### src/rtl/seq_det_pkg.sv
// Shared definitions for the parametrised serial pattern detector family.
// Holds the default sizing, output-mode constants and the length-to-mask helper.
package seq_det_pkg;

    localparam int DEF_MAX_LEN = 8;
    localparam int LEN_W       = $clog2(DEF_MAX_LEN + 1);

    localparam bit MODE_MEALY = 1'b0;
    localparam bit MODE_MOORE = 1'b1;

    // Patterns are right-aligned, so only the low len bits take part in a compare.
    function automatic logic [31:0] mask_len(input int unsigned len);
        if (len >= 32) begin
            return '1;
        end
        return (32'd1 << len) - 32'd1;
    endfunction

endpackage

### src/rtl/seq_detect_param_sat_counter.sv
// Saturating up-counter: advances once per inc pulse and sticks at all-ones.
// sat is high for as long as the count holds its maximum value.
module sat_counter #(
    parameter int CNT_W = 8
) (
    input  logic             clk,
    input  logic             rst,
    input  logic             inc,
    output logic [CNT_W-1:0] cnt,
    output logic             sat
);

    logic [CNT_W-1:0] cnt_q;
    logic [CNT_W-1:0] cnt_d;

    assign sat = &cnt_q;
    assign cnt = cnt_q;

    always_comb begin
        cnt_d = cnt_q;
        if (inc && !sat) begin
            cnt_d = cnt_q + CNT_W'(1);
        end
    end

    always_ff @(posedge clk) begin
        if (rst) begin
            cnt_q <= '0;
        end else begin
            cnt_q <= cnt_d;
        end
    end

endmodule

### src/rtl/seq_detect_param.sv
// Run-time loadable serial bit-pattern detector with optional overlap and
// Moore/Mealy output, input qualification and a saturating match counter.
module seq_detect_param
    import seq_det_pkg::*;
#(
    parameter int                 MAX_LEN = 8,
    parameter logic [MAX_LEN-1:0] DEF_PAT = MAX_LEN'(3'b011),
    parameter int                 DEF_LEN = 3,
    parameter bit                 OVERLAP = 1'b1,
    parameter bit                 MOORE   = MODE_MOORE,
    parameter int                 CNT_W   = 8
) (
    input  logic                         clk,
    input  logic                         rst,
    input  logic                         x,
    input  logic                         x_vld,
    input  logic                         load,
    input  logic [MAX_LEN-1:0]           pat_in,
    input  logic [$clog2(MAX_LEN+1)-1:0] len_in,
    output logic                         y,
    output logic [CNT_W-1:0]             match_cnt,
    output logic                         cnt_sat,
    output logic                         len_err
);

    localparam int LW = $clog2(MAX_LEN + 1);

    logic [MAX_LEN-1:0] pat_q,  pat_d;
    logic [LW-1:0]      len_q,  len_d;
    logic [MAX_LEN-1:0] hist_q, hist_d;
    logic [LW-1:0]      fill_q, fill_d;
    logic               len_err_q, len_err_d;
    logic               y_q, y_d;

    logic               accept;
    logic [MAX_LEN-1:0] window;
    logic [MAX_LEN-1:0] pat_mask;
    logic               fill_ok;
    logic               pat_eq;
    logic               hit;

    // The incoming bit is compared together with the stored history, so a
    // match is recognised in the same cycle its final bit is sampled.
    always_comb begin
        accept   = x_vld && !load && !rst;
        window   = {hist_q[MAX_LEN-2:0], x};
        pat_mask = MAX_LEN'(mask_len(32'(len_q)));
        fill_ok  = ({1'b0, fill_q} + (LW+1)'(1)) >= {1'b0, len_q};
        pat_eq   = ((window ^ pat_q) & pat_mask) == '0;
        hit      = accept && !len_err_q && fill_ok && pat_eq;
    end

    always_comb begin
        pat_d     = pat_q;
        len_d     = len_q;
        hist_d    = hist_q;
        fill_d    = fill_q;
        len_err_d = len_err_q;
        y_d       = hit;
        if (load) begin
            pat_d     = pat_in;
            len_d     = len_in;
            hist_d    = '0;
            fill_d    = '0;
            len_err_d = (len_in < LW'(2)) || (32'(len_in) > MAX_LEN);
        end else if (x_vld) begin
            hist_d = window;
            if (fill_q != LW'(MAX_LEN)) begin
                fill_d = fill_q + LW'(1);
            end
            // Non-overlapping mode forgets everything that formed the match.
            if (hit && !OVERLAP) begin
                fill_d = '0;
            end
        end
    end

    always_ff @(posedge clk) begin
        if (rst) begin
            pat_q     <= DEF_PAT;
            len_q     <= LW'(DEF_LEN);
            hist_q    <= '0;
            fill_q    <= '0;
            len_err_q <= 1'b0;
            y_q       <= 1'b0;
        end else begin
            pat_q     <= pat_d;
            len_q     <= len_d;
            hist_q    <= hist_d;
            fill_q    <= fill_d;
            len_err_q <= len_err_d;
            y_q       <= y_d;
        end
    end

    sat_counter #(
        .CNT_W(CNT_W)
    ) u_match_counter (
        .clk(clk),
        .rst(rst),
        .inc(hit),
        .cnt(match_cnt),
        .sat(cnt_sat)
    );

    assign y       = (MOORE == MODE_MOORE) ? y_q : hit;
    assign len_err = len_err_q;

endmodule

### config.mk
export PLATFORM = sky130hd
export DESIGN_NAME = seq_detect_param
export DESIGN_NICKNAME = d
export VERILOG_FILES = /design/src/rtl/seq_det_pkg.sv /design/src/rtl/seq_detect_param_sat_counter.sv /design/src/rtl/seq_detect_param.sv
export SDC_FILE = /design/constraint.sdc
export NUM_CORES = 1
export LEC_CHECK = 0
export ABC_AREA = 1
export BUFFER_PORTS_ARGS = -buffer_cell sky130_fd_sc_hd__clkbuf_2
export CAP_MARGIN = 20
export CORE_AREA = 8 8 59 111
export CTS_CLUSTER_SIZE = 24
export DETAILED_ROUTE_END_ITERATION = 6
export DIE_AREA = 0 0 67 119
export GPL_TIMING_DRIVEN = 0
export PLACE_DENSITY_LB_ADDON = 0.05
export SETUP_SLACK_MARGIN = 0.5
export SLEW_MARGIN = 5
export SYNTH_ARGS = -nofsm -noshare
export SYNTH_HDL_FRONTEND = slang
export SYNTH_HIERARCHICAL = 1
export SYNTH_SLANG_ARGS = --single-unit
### constraint.sdc
create_clock -name clk -period 3.3 [get_ports clk]
set_input_delay 0.495 -clock clk [delete_from_list [all_inputs] [get_ports clk]]
set_output_delay 0.495 -clock clk [all_outputs]
set_load 0.02 [all_outputs]
==> qor.csv <==
metric,value,unit
status,completed,
drt first pass iters,4,
routed length per instance,13.01,microns
Setup TNS,0,ps
Synth Register Bits,33,
Worst VDD drop,0.3023,mV
Inserted Diodes,0,
cell area after layout,2036,sq um
"most common cell after layout, fill and taps aside",nand2_1,
Die H,119,microns
Sw Pwr,0.0002222,W
fin crit share,0.7103,
register share of total power,0.518,
HP Class,in2reg,
number of enable flip-flop cells after synthesis,0,
"Slew Viols, Final",0,
critical-path maximum fanout,9,
largest net degree at the start of global routing,11,
vias in the first global route,1645,
die width,67,microns
Synth Cell Area,1745,sq um
R2R depth,13,
Crit Reg-Reg Endpoint,u_match_counter/cnt[7],
"commonest non-fill, non-tap cells in the layout","nand2_1 (58), inv_1 (35), dfxtp_1 (33)",
initial antenna violation count,0,
RSZ-0062 raised after global routing,no,
post-CTS sizing,0,
Peak Freq,0.4266,GHz
All-Layer GR Usage,0.1212,
final hold vios,0,
Worst Path Arrival,2540,ps
worst path required time,3490,ps
Sw Ratio,0.2721,
Final Setup Violations,0,
Hold Startpoint,pat_in[5],
"Hold-fix buffers, CTS",0,
Final nets,306,
Post-Route WL,4423,microns
normalized max-slew margin,0.6370,
Layout Skew,8.874,ps
clock power share,0.366,
worst setup margin,955.9,ps
top-level I/O count,28,
number of max-cap violations,0,
fillcell total,612,
port buffer count,27,
Post-Syn Instances,247,
Final Power,0.0008167,W
worst hold path depth,3,
cts bufs inserted,5,
GPL Wtd Cong,0.7324,
Via density,4.718,
root buffer cell,clkbuf_8,
via count,1604,
clk buf depth,2,
share of post-route cells with drive strength above 1,0.1986,
sequential fraction of the synthesis area,0.3785,
global route overflow,0,
Comb power frac,0.115,
Critical Path End Type,register,
postcts setup bufs,0,
area of the core,5092,sq um
Setup crit start kind,register,
post-synth cell types,27,
syn_area_per_cell,7.066,sq um
cell-internal power,0.0005945,W
Worst-path clk slew,70,ps
WHS Endpoint,pat_q[5],
first-pass GRT wire length,7341,microns
"reg-to-reg slack, setup",960,ps
H-tree depth,2,
crit path from,fill_q[0],
antenna-violating nets left,0,
hpwl dp,3550,microns
Worst-Margin Slew,543.9,ps
Initial Util,0.3428,
P per Cell Area,401.2,nW/um^2
DRC viols,0,
clock sinks,33,
DP Worst Slack,923.9,ps
clk_lat worst skew,290,ps
Reg-to-Reg Start,fill_q[0],
syn_nets,272,
synthesis-to-layout area growth,16.63,%
Iteration-0 DRC Markers,35,
Die ar.,7973,sq um
worst setup path category,reg2reg,
Final Critical Period,2344,ps
row cnt,37,
Worst Hold Margin,400.0,ps
"Cell Area, Placed",1953,sq um
predominant post-synthesis flop cell,dfxtp_1,
"FFs w/ async S/R, synth",0,
Pleak,0.9992,nW
CTS tree,yes,
Yosys warning count,6,
[through the flow]
stage	cells	util
6_report	340	0.3998
5_1_grt	340	0.3998
4_1_cts	340	0.3998
3_5_place_dp	332	0.3835
3_3_place_gp	332	0.3835
2_1_floorplan	247	-
[critical path, stage by stage (launching register included)]
cell and delay (ps):
dfxtp_1 380, inv_1 90, ha_1 320, ha_1 280
a21oi_1 60, o21bai_1 120, a21oi_1 120, nor2_1 110
buf_2 210, nand2_2 100, nor2_4 160, nand3_1 100
a21oi_1 150, nor2_1 50
[flip-flops by register name, summed over array words and instances (netlist names)]
signal and count:
hist_q 7, y 1, len_err 1, u_match_counter/cnt 8, pat_q 8, fill_q 4, len_q 4
[worst max-delay path by stage]
stage,endpoint,slack (ps),depth (start not counted)
6_report,u_match_counter/cnt[7],960,13
5_1_grt,u_match_counter/cnt[7],660,13
4_1_cts,u_match_counter/cnt[7],910,13
3_5_place_dp,u_match_counter/cnt[7],920,13
3_3_place_gp,u_match_counter/cnt[5],910,14
2_1_floorplan,u_match_counter/cnt[7],1260,13
[Yosys cell counts, types with 2 or more instances]
library cell / n / area share
ha_1: 8 / 0.057
o21ai_0: 5 / 0.014
nor2_4: 3 / 0.019
o21ai_1: 6 / 0.017
buf_2: 4 / 0.011
xor2_1: 5 / 0.025
nand3b_1: 3 / 0.013
nand2_2: 3 / 0.011
nor2_2: 2 / 0.0072
a22o_1: 4 / 0.020
dfxtp_1: 33 / 0.38
nand3_1: 15 / 0.043
nand2_1: 58 / 0.12
o22ai_1: 2 / 0.0072
a21oi_1: 22 / 0.063
nand3_2: 3 / 0.017
inv_2: 5 / 0.011
nor2_1: 23 / 0.049
inv_1: 35 / 0.075
[power groups by stage]
stage | combinational (W) | sequential [W] | clock, W
2_1_floorplan | 0.0000639 | 0.000431 | 0
4_1_cts | 0.0000961 | 0.000423 | 0.000313
3_3_place_gp | 0.0000951 | 0.000432 | 0
5_1_grt | 0.000109 | 0.000425 | 0.000323
6_report | 0.0000942 | 0.000423 | 0.000299
3_5_place_dp | 0.0000957 | 0.000432 | 0
[routing by layer]
layer | up-vias | part of all wire | track usage | wire (microns)
met5 | - | 0 | 0 | 0
met4 | 0 | 0.031 | 0.06719 | 138
met3 | 9 | 0.044 | 0.03099 | 195
met2 | 31 | 0.57 | 0.2324 | 2523
met1 | 714 | 0.35 | 0.1044 | 1567
li1 | 850 | - | - | -
[cell families after synthesis]
kind of cell / count (synthesis) / synth area share
AO/OA/AOI/OAI: 43 / 0.1398
XOR/XNOR: 6 / 0.03011
adder cells (fa/ha/maj): 8 / 0.05735
buffers and inverters: 46 / 0.1061
flip-flops: 33 / 0.3785
AND/OR/NAND/NOR: 111 / 0.2882
[layout make-up]
class	count	area, sq um	area share
buffer	5	31.28	0.01537
clock buffer	6	72.57	0.03565
clock inverter	2	10.01	0.004917
inverter	41	153.9	0.07560
multi-input combinational	168	899.6	0.4419
sequential	33	660.6	0.3245
tap	58	72.57	0.03565
timing repair buffer	27	135.1	0.06638
(Power assumes the default switching activity.)
